===== config.mk =====
export PLATFORM = sky130hd
export DESIGN_NAME = serial_adder_ctrl_flat
export DESIGN_NICKNAME = d
export VERILOG_FILES = /design/src/rtl/serial_adder_ctrl_if.sv /design/src/rtl/serial_adder_ctrl.sv /design/src/flat_wrapper.sv
export SDC_FILE = /design/constraint.sdc
export NUM_CORES = 1
export LEC_CHECK = 0
export ABC_AREA = 1
export CELL_PAD_IN_SITES_DETAIL_PLACEMENT = 0
export CELL_PAD_IN_SITES_GLOBAL_PLACEMENT = 1
export CORE_MARGIN = 4
export CORE_UTILIZATION = 33
export CTS_CLUSTER_SIZE = 10
export DETAILED_ROUTE_END_ITERATION = 12
export GPL_ROUTABILITY_DRIVEN = 0
export GPL_TIMING_DRIVEN = 0
export PLACE_DENSITY_LB_ADDON = 0.12
export REMOVE_ABC_BUFFERS = 1
export SYNTH_ARGS = -nofsm -noshare
export SYNTH_HDL_FRONTEND = slang
export SYNTH_SLANG_ARGS = --single-unit
export TNS_END_PERCENT = 10

===== constraint.sdc =====
create_clock -name clk -period 1.15 [get_ports clk]
set_clock_uncertainty 0.05 [all_clocks]
set_input_delay 0.1725 -clock clk [delete_from_list [all_inputs] [get_ports clk]]
set_output_delay 0.1725 -clock clk [all_outputs]
set_load 0.02 [all_outputs]

===== src/rtl/serial_adder_ctrl_if.sv =====
// ---------------------------------------------------------------------------
// serial_adder_ctrl_if
//
// Purpose: bundles the host-side handshake and data bus of the bit-serial
// adder controller so that host and controller attach with one port.
//
// Parameters:
//   WIDTH  operand/result width in bits (must match the attached controller)
//
// Signals:
//   start  host -> ctrl  request a new operation (sampled only when idle)
//   a, b   host -> ctrl  operands, captured on the accepting edge
//   sub    host -> ctrl  subtract select (present only with SERIAL_ADDER_SUB_EN)
//   busy   ctrl -> host  bits are being processed
//   done   ctrl -> host  one-cycle pulse when sum/c_out become valid
//   sum    ctrl -> host  result, held until the next completion
//   c_out  ctrl -> host  carry out of the MSB, held with sum
//
// Modports: master (host side), slave (controller side).
// Build option: SERIAL_ADDER_SUB_EN adds the sub signal.
// ---------------------------------------------------------------------------
interface serial_adder_ctrl_if #(
    parameter int WIDTH = 8
);
    logic             start;
    logic [WIDTH-1:0] a;
    logic [WIDTH-1:0] b;
`ifdef SERIAL_ADDER_SUB_EN
    logic             sub;
`endif
    logic             busy;
    logic             done;
    logic [WIDTH-1:0] sum;
    logic             c_out;

    modport master (
`ifdef SERIAL_ADDER_SUB_EN
        output sub,
`endif
        output start, a, b,
        input  busy, done, sum, c_out
    );

    modport slave (
`ifdef SERIAL_ADDER_SUB_EN
        input  sub,
`endif
        input  start, a, b,
        output busy, done, sum, c_out
    );
endinterface


===== src/rtl/serial_adder_ctrl.sv =====
// ---------------------------------------------------------------------------
// serial_adder_ctrl
//
// Purpose: bit-serial adder controller. A single 1-bit add cell (two
// half-adder stages plus a carry flop) is sequenced over WIDTH cycles to add
// two WIDTH-bit operands LSB-first. Latency is traded for area; a
// start/busy/done handshake issues one operation at a time.
//
// Parameters:
//   WIDTH  operand/result width in bits, legal range 1..64
//
// Ports:
//   clk    rising-edge clock
//   rst_n  synchronous active-low reset; abandons any in-flight operation
//   bus    serial_adder_ctrl_if.slave: start, a, b, [sub], busy, done,
//          sum, c_out
//
// Build option: SERIAL_ADDER_SUB_EN enables the sub input. When set on
// acceptance, B is inverted and the carry is preset to 1 so the cell
// computes a + ~b + 1; c_out is then the inverted borrow. Without the macro
// the block is add-only.
//
// Timing: start accepted at E0 (IDLE), bits processed at E1..E(WIDTH),
// DONE entered at E(WIDTH) with sum/c_out updated, IDLE again at E(WIDTH+1).
// ---------------------------------------------------------------------------
module serial_adder_ctrl #(
    parameter int WIDTH = 8
) (
    input  logic                  clk,
    input  logic                  rst_n,
    serial_adder_ctrl_if.slave    bus
);

    localparam logic [1:0] ST_IDLE = 2'd0;
    localparam logic [1:0] ST_RUN  = 2'd1;
    localparam logic [1:0] ST_DONE = 2'd2;

    // Counter only has to reach WIDTH-1; keep at least one bit for WIDTH=1.
    localparam int              CW       = (WIDTH > 1) ? $clog2(WIDTH) : 1;
    localparam logic [CW-1:0]   LAST_BIT = CW'(WIDTH - 1);

    logic [1:0]       state;
    logic [WIDTH-1:0] a_sh;
    logic [WIDTH-1:0] b_sh;
    logic [WIDTH-1:0] res;
    logic             carry;
    logic [CW-1:0]    cnt;
    logic [WIDTH-1:0] sum_q;
    logic             c_out_q;

    // Bit cell and operand-load values
    logic             p;
    logic             g1;
    logic             s;
    logic             g2;
    logic             carry_next;
    logic [WIDTH:0]   res_ext;
    logic [WIDTH-1:0] res_next;
    logic [WIDTH-1:0] b_load;
    logic             carry_load;

    always_comb begin
        // Stage 1 half adder on the operand LSBs
        p          = a_sh[0] ^ b_sh[0];
        g1         = a_sh[0] & b_sh[0];
        // Stage 2 half adder folds in the carry flop
        s          = p ^ carry;
        g2         = p & carry;
        carry_next = g1 | g2;
        // New bit enters from the MSB side; the extended vector keeps the
        // slice legal when WIDTH=1.
        res_ext    = {s, res};
        res_next   = res_ext[WIDTH:1];
    end

    always_comb begin
`ifdef SERIAL_ADDER_SUB_EN
        b_load     = bus.sub ? ~bus.b : bus.b;
        carry_load = bus.sub;
`else
        b_load     = bus.b;
        carry_load = 1'b0;
`endif
    end

    always_ff @(posedge clk) begin
        if (!rst_n) begin
            state   <= ST_IDLE;
            a_sh    <= '0;
            b_sh    <= '0;
            res     <= '0;
            carry   <= 1'b0;
            cnt     <= '0;
            sum_q   <= '0;
            c_out_q <= 1'b0;
        end else begin
            case (state)
                ST_IDLE: begin
                    if (bus.start) begin
                        a_sh  <= bus.a;
                        b_sh  <= b_load;
                        carry <= carry_load;
                        cnt   <= '0;
                        state <= ST_RUN;
                    end
                end
                ST_RUN: begin
                    a_sh  <= a_sh >> 1;
                    b_sh  <= b_sh >> 1;
                    carry <= carry_next;
                    res   <= res_next;
                    cnt   <= cnt + CW'(1);
                    // Final bit: publish the just-completed result directly
                    // so sum/c_out are valid in the same cycle as done.
                    if (cnt == LAST_BIT) begin
                        sum_q   <= res_next;
                        c_out_q <= carry_next;
                        state   <= ST_DONE;
                    end
                end
                ST_DONE: begin
                    state <= ST_IDLE;
                end
                default: begin
                    state <= ST_IDLE;
                end
            endcase
        end
    end

    assign bus.busy  = (state == ST_RUN);
    assign bus.done  = (state == ST_DONE);
    assign bus.sum   = sum_q;
    assign bus.c_out = c_out_q;

endmodule


===== src/flat_wrapper.sv =====
// flat-port wrapper written by rule: the top's interface ports become plain ports
module serial_adder_ctrl_flat 
#(
    parameter int WIDTH = 8
)
  (clk, rst_n, bus_start, bus_a, bus_b, bus_busy, bus_done, bus_sum, bus_c_out);
  serial_adder_ctrl_if #(.WIDTH(WIDTH)) bus_i ();
  input  logic clk;
  input  logic rst_n;
  input wire logic [$bits(bus_i.start)-1:0] bus_start;
  input wire logic [$bits(bus_i.a)-1:0] bus_a;
  input wire logic [$bits(bus_i.b)-1:0] bus_b;
  output wire logic [$bits(bus_i.busy)-1:0] bus_busy;
  output wire logic [$bits(bus_i.done)-1:0] bus_done;
  output wire logic [$bits(bus_i.sum)-1:0] bus_sum;
  output wire logic [$bits(bus_i.c_out)-1:0] bus_c_out;
  assign bus_i.start = bus_start;
  assign bus_i.a = bus_a;
  assign bus_i.b = bus_b;
  assign bus_busy = bus_i.busy;
  assign bus_done = bus_i.done;
  assign bus_sum = bus_i.sum;
  assign bus_c_out = bus_i.c_out;
  serial_adder_ctrl #(.WIDTH(WIDTH)) u_core (.clk(clk), .rst_n(rst_n), .bus(bus_i));
endmodule

# == Word level (Yosys, flattened, before mapping) ==
# Cells that the tools add are included.
# op_classes
add_sub_neg,1
n_eq_ne,5
muxes,11
n_bitwise,5
reduce_logical,5
# ops
operator,n
one-hot mux 8 bit (2 select lines),2
2-to-1 mux 8 bit,2
one-hot mux 3 bit (2 select lines),1
AND reduction 2 bit,3
2-to-1 mux 2 bit,2
one-hot mux 2 bit (2 select lines),1
adder 3 x 1 -> 3 bit (second input constant),1
equality test 3 bit (second input constant),1
2-to-1 mux 3 bit,1
bitwise AND 1 bit,2
equality test 2 x 1 -> 1 bit (second input constant),1
equality test 2 bit (second input constant),1
zero test 2 bit,1
inequality test 2 x 1 -> 1 bit (second input constant),1
inequality test 2 bit (second input constant),1
one-hot mux 1 bit (2 select lines),1
nonzero test 2 bit,1
bitwise XOR 1 bit,2
2-to-1 mux 1 bit,1
OR 1 bit,1
# word_totals
register_bits,39
input_bits,19
out_inout_bits,11
wordCells,35

# == Depth between registers and ports, before layout ==
# depth
depth_word,4
ltp_mapped,8
ltp_nobuf,6

# == Worst setup path after synthesis ==
# OpenSTA, ideal clock, no wires.
# synth_timing
path_type,register -> register
from,register u_core.cnt[0]
to,register u_core.sum_q[0] (netlist: u_core.bus.sum[0])
setup_ns,0.113
arrival_time_ns,1.034
path_slack_ns,-0.047
path_stages_with_launch,8
synth_period_minus_slack_ns,1.197
cell_sequence,dfxtp_1 -> ha_1 -> ha_1 -> nand2_4 -> buf_6 -> nand2_2 -> nand2_1 -> nor2_1
# synth_between
elab_chain_cells,2
# synth_lines
element,line,text
from (decl),serial_adder_ctrl.sv:47,logic [CW-1:0] cnt;
from (signal assigned),serial_adder_ctrl.sv:112,cnt <= cnt + CW'(1);
equality test 3 bit,serial_adder_ctrl.sv:115,if (cnt == LAST_BIT) begin
AND reduction 2 bit (no line),n/a,
to (signal assigned),serial_adder_ctrl.sv:116,sum_q <= res_next;
to (decl),serial_adder_ctrl.sv:48,logic [WIDTH-1:0] sum_q;
# No other way between the ends.
# A chain may end at the register's enable or synchronous reset.

# == Final worst setup path ==
# layout_timing
from,register u_core.state[0]
to,output bus_done
# layout_between
elab_chain_cells,1
# layout_lines
element,line,text
from (decl),serial_adder_ctrl.sv:42,logic [1:0] state;
from (signal assigned),serial_adder_ctrl.sv:88,state <= ST_IDLE;
from (signal assigned),serial_adder_ctrl.sv:104,state <= ST_RUN;
from (signal assigned),serial_adder_ctrl.sv:118,state <= ST_DONE;
equality test 2 bit,serial_adder_ctrl.sv:132,assign bus.done = (state == ST_DONE);
to (decl),flat_wrapper.sv:14,output wire logic [$bits(bus_i.done)-1:0] bus_done;
# No other way between the ends.

==> out/results.tsv <==
metric	value	unit
# diodes	0	
initial core utilization	33.90	%
Clock Sinks	38	
post-route setup TNS	-1466	ps
P per Cell Area	1231	nW/um^2
HP Class	input port to register	
Simple-Gate Fraction of Synth Area	38.40	%
crit path kind	register to primary output	
FP Rows	26	
die height	80.21	um
critical path arrival	1060	ps
Die ar.	6433	um^2
Detailed Route Iter0 Violations	76	
CP Buf/Inv Count	3	
gr ovfl total	0	
maxcap violations	0	
hold_buf cts	0	
I/O pin cnt	30	
status	finished with violations	
CTS clock-pin slew for the worst setup and hold paths	80	ps
Critical Path RT	930	ps
worst setup margin	-132.5	ps
TritonRoute pass-1 iters	4	
CP max-delay cell	dfxtp_4	
share of cells above drive strength 1	18.92	%
combinational family with the most area after synthesis	simple AND/OR/NAND/NOR gates	
DRC viols	0	
Slew Limit Fails	0	
Worst Path Max Fanout	4	
largest net degree at the start of global routing	33	
DR WL/cell	11.23	um
CTS Buf Count	5	
Synth Register Bits	38	
cell chain of the critical path	buf_8, buf_6, nor2_4, buf_6	
Syn. warnings	0	
area grow syn2layout	38.62	%
first-pass GRT wire length	7189	um
Worst Tran Pin Value	365.3	ps
most frequent cells in the layout	83 x nand2_1, 50 x nor2_1, 33 x dfxtp_1	
Core Region	5075	um^2
Final ANT Viol Nets	0	
pre-CTS setup slack	-1289	ps
crit path launch type	register	
vias in the first global route	1535	
post-layout min period	1283	ps
drt total wl	4109	um
TritonCTS clock tree	yes	
most common cell after layout, fill and taps aside	nand2_1	
# setup viols final	30	
Synth Area in XOR/XNOR	0	%
delay of the slowest cell on the worst path	350	ps
number of nets in the layout	317	
initial antenna violation count	0	
failing checks	setup timing	
GRT Total Usage	14.37	%
H-tree levels	2	
f_max	779.7	MHz
Die Wd	80.21	um
CP top delay family	flip-flops	
complex-gate fraction of the synthesized area	5.018	%
Max Root-Sink Buffers	2	
post-synthesis average cell area	6.800	um^2
IO Port Bufs	29	
peak supply drop	0.0005558	V
P_leak	1.095	nW
Final Hold Viols	0	
synthesized area	1720	um^2
most frequent CP cell	buf_6	
Distinct cells, synth	19	
Final period util	111.5	%
root buf cell	clkbuf_8	
normalized max-slew margin	75.65	%
post-synthesis adder-cell area fraction	2.618	%
critical path capture point type	primary output	
mux share of post-synthesis cell area	0	%
DR vias	1598	
Detail Placement HPWL	2211	um
sequential fraction of the synthesis area	44.22	%
Synth Instances	253	
RSZ-0062 raised after global routing	true	
Worst-Skew Late Latency	290	ps
Vias/cell	4.366	
==> per-layer routing <==
layer  global-route usage [%]  wire, um
met3                    3.587       157
met5                        0         0
met4                    5.068        62
met1                    18.27      2036
met2                    23.43      1853
==> timing repair <==
action | CTS | global route
gates cloned | 2 | 0
setup buffers | 17 | 0
hold endpoints to repair | 0 | 0
endpoints found under the setup margin | 49 | 44
pin swaps | 10 | 11
gates resized for setup | 66 | 19
==> synth_stat cells (all sizes together) <==
| library cell | n | area (um^2) |
|---|---|---|
| nand2 | 86 | 332.8 |
| o21ai | 9 | 56.31 |
| clkbuf | 1 | 3.750 |
| fa | 1 | 20.02 |
| ha | 2 | 25.02 |
| inv | 22 | 82.58 |
| a21oi | 6 | 30.03 |
| dfxtp | 38 | 760.7 |
| buf | 12 | 81.32 |
| nand3 | 22 | 110.1 |
| nor2 | 54 | 217.7 |
==> report_power, final <==
part / internal [mW] / switching, mW / leakage (nW)
logic: 0.252 / 0.261 / 0.733
clock network: 0.482 / 0.498 / 0.0472
registers: 1.39 / 0.0490 / 0.314
total: 2.13 / 0.808 / 1.10
==> worst reg2reg max path, delay by kind of cell, from the launching register on <==
family	cells	cell delay, ps
buffers and inverters	3	430
AOI/OAI and AO/OA	1	140
DFF	1	350
and+or+nand+nor	3	160
==> kinds of logic (layout without fill, tap and decap cells) <==
logic type,after synthesis,in the layout
AO/OA/AOI/OAI,15,16
buffers and inverters,35,76
flip-flops,38,38
AND/OR/NAND/NOR,162,163
adder cells (fa/ha/maj),3,3
==> layout make-up <==
| type | instances | area (um^2) |
|---|---|---|
| Fill cell | 557 | 2690 |
| Multi-Input combinational cell | 182 | 874.6 |
| Sequential cell | 38 | 772.0 |
| Timing Repair Buffer | 46 | 465.4 |
| Inverter | 22 | 90.09 |
| Tap cell | 70 | 87.58 |
| Clock buffer | 6 | 82.58 |
| Clock inverter | 2 | 12.51 |
==> through the flow <==
| stage | std cells | total power [mW] | hold slack, ps | utilization, % | area [um^2] |
|---|---|---|---|---|---|
| 6_report | 366 | 2.936 | 301.7 | 46.99 | 2385 |
| 5_1_grt | 366 | 3.105 | 342.0 | 46.99 | 2385 |
| 4_1_cts | 366 | 2.950 | 342.2 | 46.92 | 2381 |
| 3_5_place_dp | 339 | 1.857 | 405.7 | 39.67 | 2013 |
| 3_3_place_gp | 339 | 1.857 | 404.8 | 39.67 | 2013 |
| 2_1_floorplan | 240 | 1.705 | 242.8 | - | 1635 |
==> flip-flops by register name, summed over array words and instances, names as in the netlist <==
register	flops
u_core.a_sh	8
u_core.carry	1
u_core.res	7
u_core.bus.sum	8
u_core.state	2
u_core.bus.c_out	1
u_core.cnt	3
u_core.b_sh	8
==> path summary, 6_finish.rpt <==
path	start	endpoint	slack, ps	cells after the start
worst max-delay path	u_core.state[0]	bus_done	-130	4
worst min-delay path	rst_n	u_core.a_sh[3]	300	3
worst max register to register	u_core.state[0]	u_core.b_sh[6]	-70	7
worst min register to register	u_core.a_sh[7]	u_core.a_sh[7]	410	2
Note: power is estimated with default switching activity, not from simulation.
